$ cat config.mk
export PLATFORM = sky130hd
export DESIGN_NAME = sap_control_sequencer
export DESIGN_NICKNAME = d
export VERILOG_FILES = /design/src/rtl/sap_control_sequencer.sv
export SDC_FILE = /design/constraint.sdc
export NUM_CORES = 1
export LEC_CHECK = 0
export ABC_AREA = 1
export CAP_MARGIN = 40
export CORE_ASPECT_RATIO = 0.9
export CORE_MARGIN = 10
export CORE_UTILIZATION = 33
export CTS_CLUSTER_DIAMETER = 150
export DETAILED_ROUTE_END_ITERATION = 8
export HOLD_SLACK_MARGIN = 0.1
export PLACE_DENSITY = 0.85
export SLEW_MARGIN = 20
export SYNTH_ARGS = -nofsm -noshare
export SYNTH_HDL_FRONTEND = slang
export SYNTH_SLANG_ARGS = --single-unit
$ cat constraint.sdc
create_clock -name clk -period 1.4 [get_ports clk]
set_clock_uncertainty 0.05 [all_clocks]
set_input_delay 0.28 -clock clk [delete_from_list [all_inputs] [get_ports clk]]
set_output_delay 0.28 -clock clk [all_outputs]
set_load 0.05 [all_outputs]
$ cat src/rtl/sap_control_sequencer.sv
`default_nettype none
// ============================================================================
// Module      : sap_control_sequencer
// Description : T-state sequencer and opcode decoder producing one-hot control
//               strobes for the 8-bit bus CPU, with run/step/halt control.
// Revision    : 1.0 - initial release
// ============================================================================
module sap_control_sequencer (
  input  logic       clk,
  input  logic       rst,
  input  logic [3:0] opcode,
  input  logic       carry,
  input  logic       zero,
  input  logic       run,
  input  logic       step,
  output logic       pc_out,
  output logic       pc_inc,
  output logic       pc_load,
  output logic       mar_load,
  output logic       ram_out,
  output logic       ram_store,
  output logic       ir_load,
  output logic       ir_out,
  output logic       a_load,
  output logic       a_out,
  output logic       b_load,
  output logic       alu_out,
  output logic       alu_sub,
  output logic       flags_load,
  output logic       out_load,
  output logic       halted,
  output logic       instr_done,
  output logic [2:0] tstate
);

  typedef enum logic [2:0] {
    S_IDLE = 3'd0,
    S_T0   = 3'd1,
    S_T1   = 3'd2,
    S_T2   = 3'd3,
    S_T3   = 3'd4,
    S_T4   = 3'd5,
    S_HALT = 3'd6
  } state_t;

  localparam logic [3:0] c_OP_LDA = 4'h1;
  localparam logic [3:0] c_OP_ADD = 4'h2;
  localparam logic [3:0] c_OP_SUB = 4'h3;
  localparam logic [3:0] c_OP_STA = 4'h4;
  localparam logic [3:0] c_OP_LDI = 4'h5;
  localparam logic [3:0] c_OP_JMP = 4'h6;
  localparam logic [3:0] c_OP_JC  = 4'h7;
  localparam logic [3:0] c_OP_JZ  = 4'h8;
  localparam logic [3:0] c_OP_OUT = 4'hE;
  localparam logic [3:0] c_OP_HLT = 4'hF;

  state_t r_state;
  state_t w_next;
  logic   w_done;
  logic   w_halt_req;

  always_ff @(posedge clk) begin
    if (!rst) begin
      r_state <= run ? S_T0 : S_IDLE;
    end else begin
      r_state <= w_next;
    end
  end

  always_comb begin
    pc_out     = 1'b0;
    pc_inc     = 1'b0;
    pc_load    = 1'b0;
    mar_load   = 1'b0;
    ram_out    = 1'b0;
    ram_store  = 1'b0;
    ir_load    = 1'b0;
    ir_out     = 1'b0;
    a_load     = 1'b0;
    a_out      = 1'b0;
    b_load     = 1'b0;
    alu_out    = 1'b0;
    alu_sub    = 1'b0;
    flags_load = 1'b0;
    out_load   = 1'b0;
    halted     = 1'b0;
    tstate     = 3'd0;
    w_done     = 1'b0;
    w_halt_req = 1'b0;
    w_next     = r_state;

    case (r_state)
      S_IDLE: begin
        if (run || step) w_next = S_T0;
      end
      S_T0: begin
        tstate   = 3'd0;
        pc_out   = 1'b1;
        mar_load = 1'b1;
        w_next   = S_T1;
      end
      S_T1: begin
        tstate  = 3'd1;
        ram_out = 1'b1;
        ir_load = 1'b1;
        pc_inc  = 1'b1;
        w_next  = S_T2;
      end
      S_T2: begin
        tstate = 3'd2;
        case (opcode)
          c_OP_LDA, c_OP_ADD, c_OP_SUB, c_OP_STA: begin
            ir_out   = 1'b1;
            mar_load = 1'b1;
            w_next   = S_T3;
          end
          c_OP_LDI: begin
            ir_out = 1'b1;
            a_load = 1'b1;
            w_done = 1'b1;
          end
          c_OP_JMP: begin
            ir_out  = 1'b1;
            pc_load = 1'b1;
            w_done  = 1'b1;
          end
          c_OP_JC: begin
            ir_out  = carry;
            pc_load = carry;
            w_done  = 1'b1;
          end
          c_OP_JZ: begin
            ir_out  = zero;
            pc_load = zero;
            w_done  = 1'b1;
          end
          c_OP_OUT: begin
            a_out    = 1'b1;
            out_load = 1'b1;
            w_done   = 1'b1;
          end
          c_OP_HLT: begin
            w_done     = 1'b1;
            w_halt_req = 1'b1;
          end
          default: begin
            w_done = 1'b1;
          end
        endcase
      end
      S_T3: begin
        tstate = 3'd3;
        case (opcode)
          c_OP_LDA: begin
            ram_out = 1'b1;
            a_load  = 1'b1;
            w_done  = 1'b1;
          end
          c_OP_ADD, c_OP_SUB: begin
            ram_out = 1'b1;
            b_load  = 1'b1;
            w_next  = S_T4;
          end
          c_OP_STA: begin
            a_out     = 1'b1;
            ram_store = 1'b1;
            w_done    = 1'b1;
          end
          // Opcode changed under a live instruction: close it out cleanly.
          default: begin
            w_done = 1'b1;
          end
        endcase
      end
      S_T4: begin
        tstate = 3'd4;
        w_done = 1'b1;
        if (opcode == c_OP_ADD || opcode == c_OP_SUB) begin
          alu_out    = 1'b1;
          a_load     = 1'b1;
          flags_load = 1'b1;
          alu_sub    = (opcode == c_OP_SUB);
        end
      end
      S_HALT: begin
        halted = 1'b1;
      end
      default: begin
        w_next = S_IDLE;
      end
    endcase

    if (w_done) begin
      if (w_halt_req) w_next = S_HALT;
      else            w_next = run ? S_T0 : S_IDLE;
    end

    // Reset holds every observable output low regardless of state.
    if (!rst) begin
      pc_out     = 1'b0;
      pc_inc     = 1'b0;
      pc_load    = 1'b0;
      mar_load   = 1'b0;
      ram_out    = 1'b0;
      ram_store  = 1'b0;
      ir_load    = 1'b0;
      ir_out     = 1'b0;
      a_load     = 1'b0;
      a_out      = 1'b0;
      b_load     = 1'b0;
      alu_out    = 1'b0;
      alu_sub    = 1'b0;
      flags_load = 1'b0;
      out_load   = 1'b0;
      halted     = 1'b0;
      tstate     = 3'd0;
      w_done     = 1'b0;
    end
  end

  assign instr_done = w_done;

endmodule
`default_nettype wire

==> impl_metrics.tcl, run 1 <==
set metrics [dict create \
    syn_avg_cell_area_um2 5.71 \
    place_hpwl_um 2350 \
    synth_area_um2 508 \
    synth_seq_cells 3 \
    synthTopCellsByCount "20 x nand2_1, 14 x nor2_1, 8 x inv_2, 8 x nand3_1, 6 x inv_1" \
    yosysTopAreaCellShare_pct 17.7 \
    post_cts_resized 30 \
    ios 30 \
    synth_edf_count 3 \
    synth_cell_types 20 \
    syn_nets 99 \
    synthTopCellsByArea "edfxtp_1 18%, nand2_1 15%, nor2_1 10%, nand3_1 7.9%, inv_2 5.9%" \
    start_util_pct 35.1 \
    clock-sinks 3 \
    yosysWarnings 0 \
    root_buffer "clkbuf_4" \
    std_cell_rows 13 \
    die_w_um 61.4 \
    synth_top_area_cell "edfxtp_1" \
    ys.flop_type "edfxtp_1" \
    place_congestion 0.874 \
    htreeDepth 1 \
    synthArstFlopShare_pct 0 \
    tool.error "[ERROR DPL-0038] Utilization greater than 100%, impossible to legalize" \
    synthCells 89 \
    clockBufferDepth 2 \
    outcome "stopped before the end" \
    cts_buffers 3 \
    lastStage "clock tree synthesis (4_1_cts)" \
    hold_buffers 0 \
    synth_seq_area_share_pct 17.7 \
    die_h_um 57.2 \
    yosysMostFrequentCell "nand2_1" \
    port_buffers 29 \
    cts_post_setup_buffers_inserted 4 \
]
[cells by family after synthesis]
family	after synthesis	share of synthesized area (%)
flip-flops	3	17.7
AND/OR/NAND/NOR	58	55.2
buffers and inverters	17	14.8
AO/OA/AOI/OAI	11	12.3
[stage by stage]
step | std cells | setup TNS, ns | instance area, µm² | setup slack (ns) | utilization [%]
after detailed placement | 155 | -12.27 | 1340 | -0.660 | 92.7
after global placement | 155 | -10.48 | 1340 | -0.563 | 92.7
after floorplan | 89 | -3.41 | 676 | -0.337 | -
==> inputs of run 2 (changes only) <==
Settings changed: CORE_AREA set to 10 10 71 73, CORE_ASPECT_RATIO 0.9 to not set, CORE_MARGIN 10 to not set, CORE_UTILIZATION 33 to not set, CTS_CLUSTER_DIAMETER 150 to not set, DIE_AREA set to 0 0 81 83, HOLD_SLACK_MARGIN 0.1 to not set, PLACE_DENSITY 0.85 to not set, PLACE_DENSITY_LB_ADDON set to 0.15.
Clock period 1.4 ns to 1.82 ns, I/O delays scaled along.
==> run 2 against run 1 <==
  * The flow now finishes, with violations (setup timing)
  * Area after synthesis is the same
  * Synthesized cell count unchanged
==> impl_metrics.tcl, run 2 <==
set metrics [dict create \
    worstMarginPinSlew_ns 0.331 \
    final_common_cell "buf_4" \
    grt_pass1_wl_um 3980 \
    yosysMostFrequentCell "nand2_1" \
    crit_fanout 7 \
    totalNegativeSetupSlack_ns -0.838 \
    synth_seq_cells 3 \
    crit_buf_inv 2 \
    regToRegSetupSlack_ns 0.27 \
    clock-sinks 3 \
    r2r_start "r_state[2]" \
    overflow 0 \
    slowest_stage "edfxtp_1" \
    fin_ws_ns -0.0993 \
    track_usage_pct 7.06 \
    synth_seq_area_share_pct 17.7 \
    synth_cell_types 20 \
    worst_ep_required_time_ns 1.41 \
    crit_path_cell_trace "inv_2 -> nor2_4 -> nand2_4 -> o22ai_4 -> buf_12" \
    hold_path_class "primary input to register" \
    p_leak_nw 0.634 \
    routed_via_density 3.99 \
    ys.flop_type "edfxtp_1" \
    reg2regPathDepth 6 \
    std_cell_rows 22 \
    ir_worst_vdd_mv 0.379 \
    finalCriticalPeriod_ns 1.92 \
    regMostFlops "r_state" \
    rr_endpoint "r_state[0]" \
    die_h_um 83 \
    grt_pass1_vias 850 \
    finalWirelength_um 2330 \
    yosysWarnings 0 \
    place_hpwl_um 1840 \
    finalSetupViolCount 14 \
    antenna_left 0 \
    synth_top_area_cell "edfxtp_1" \
    place_congestion 0.816 \
    syn_to_final_growth_pct 192 \
    yosysTopAreaCellShare_pct 17.7 \
    die_w_um 81 \
    hold_depth 6 \
    insertion_delay_ns 0.21 \
    drt_iter0_markers 26 \
    crit_path_start_kind "register" \
    htreeDepth 1 \
    ios 30 \
    end_kind "output pin" \
    layout_common_cells "23 x buf_4, 20 x buf_12, 12 x nand2_1" \
    synth_edf_count 3 \
    die_area_um2 6720 \
    core_area_um2 3630 \
    crit_cells 5 \
    syn_avg_cell_area_um2 5.71 \
    max_freq_mhz 521 \
    cp.arrival_ns 1.51 \
    wl_per_cell_um 12.1 \
    clockBufferDepth 2 \
    grt_max_degree 8 \
    syn_nets 99 \
    slew_headroom_pct 77.9 \
    cpPeakStageDelay_ns 0.53 \
    timing.hold.ws_ns 0.750 \
    antenna_found_initial 0 \
    critPathTopFamily "flip-flops" \
    min_to "r_state[1]" \
    outcome "complete, but fails checks" \
    worst-setup-path-type "register to output pin" \
    min_from "opcode[0]" \
    cts_buffers 3 \
    largest_register_ffs 3 \
    synthArstFlopShare_pct 0 \
    synth_area_um2 508 \
    n_antenna_cell 0 \
    finalCritPeriodShare_pct 105 \
    dr.pass1.iters 5 \
    rsz0062_at_grt "true" \
    violations "setup timing" \
    fill_cells 384 \
    clkTransAtPathRegs_ns 0.03 \
    cap_violations 0 \
    port_buffers 29 \
    slew_violations 0 \
    root_buffer "clkbuf_8" \
    powerDensity_nw_per_um2 975 \
    hold_violations 0 \
    final_nets 156 \
    top_regs "r_state: 3 flops" \
    synthCells 89 \
    synthTopCellsByArea "edfxtp_1 18%, nand2_1 15%, nor2_1 10%, nand3_1 7.9%, inv_2 5.9%" \
    synthTopCellsByCount "20 x nand2_1, 14 x nor2_1, 8 x inv_2, 8 x nand3_1, 6 x inv_1" \
    vias 771 \
    drive_gt1_share_pct 70.3 \
    drc 0 \
    start_util_pct 14.0 \
    cts_tree "yes" \
]
==> run 2: area by class of cell <==
class | count | area, µm² | share of cell area (%)
Tap cell | 48 | 60.1 | 4.05
Clock buffer | 4 | 45.0 | 3.04
Sequential cell | 3 | 90.1 | 6.07
Multi-Input combinational cell | 69 | 552 | 37.2
Timing Repair Buffer | 55 | 684 | 46.1
Inverter | 14 | 52.6 | 3.54
==> run 2: what timing repair did <==
action | CTS | global route
buffers inserted | 5 | 3
endpoints found under the setup margin | 20 | 17
hold buffers | 0 | 0
resized for setup | 39 | 16
pin swaps | 16 | 13
==> run 2: worst max-delay path by stage <==
| stage | to | slack, ns | startpoint |
|---|---|---|---|
| finish | a_out | -0.1 | r_state[2] |
| detailed placement | ir_out | -0.36 | opcode[2] |
| CTS | a_out | -0.1 | r_state[2] |
| global route | instr_done | -0.19 | r_state[2] |
| floorplan | ir_out | -0.17 | r_state[2] |
| global placement | ir_out | -0.34 | opcode[2] |
==> run 2: logic make-up after synthesis <==
logic type	Yosys count	share of synthesized area (%)
DFF	3	17.7
buffers and inverters	17	14.8
AOI/OAI and AO/OA	11	12.3
and+or+nand+nor	58	55.2
==> run 2: routing by layer <==
metal  global-route usage, %  wire, µm  up-vias
met2                    12.3      1260       16
met3                    2.16       119        2
met5                       0         0        -
met4                    1.88        21        0
met1                    7.93       924      352
li1                        -         -      401
==> run 2: tightest hold or removal path: cells and delay by family <==
kind	cells	cell delay, ns
simple gates	4	0.27
buf+inv	2	0.21
==> run 2: where the power goes <==
part	internal, mW	switching, mW	leakage (nW)	total (mW)
logic	0.485	0.616	0.577	1.10
registers	0.118	0.0390	0.0342	0.157
clock network	0.149	0.0407	0.0228	0.190
==> run 2: through the flow <==
stage / utilization, % / power [mW] / std cells / worst slack, ns / instance area, µm²
floorplan: - / 0.661 / 89 / -0.169 / 584
global placement: 34.3 / 1.08 / 182 / -0.343 / 1250
detailed placement: 34.3 / 1.07 / 182 / -0.363 / 1250
CTS: 39.9 / 1.43 / 191 / -0.0952 / 1450
global route: 40.8 / 1.55 / 193 / -0.194 / 1480
finish: 40.8 / 1.45 / 193 / -0.0993 / 1480
(Power assumes the default switching activity.)
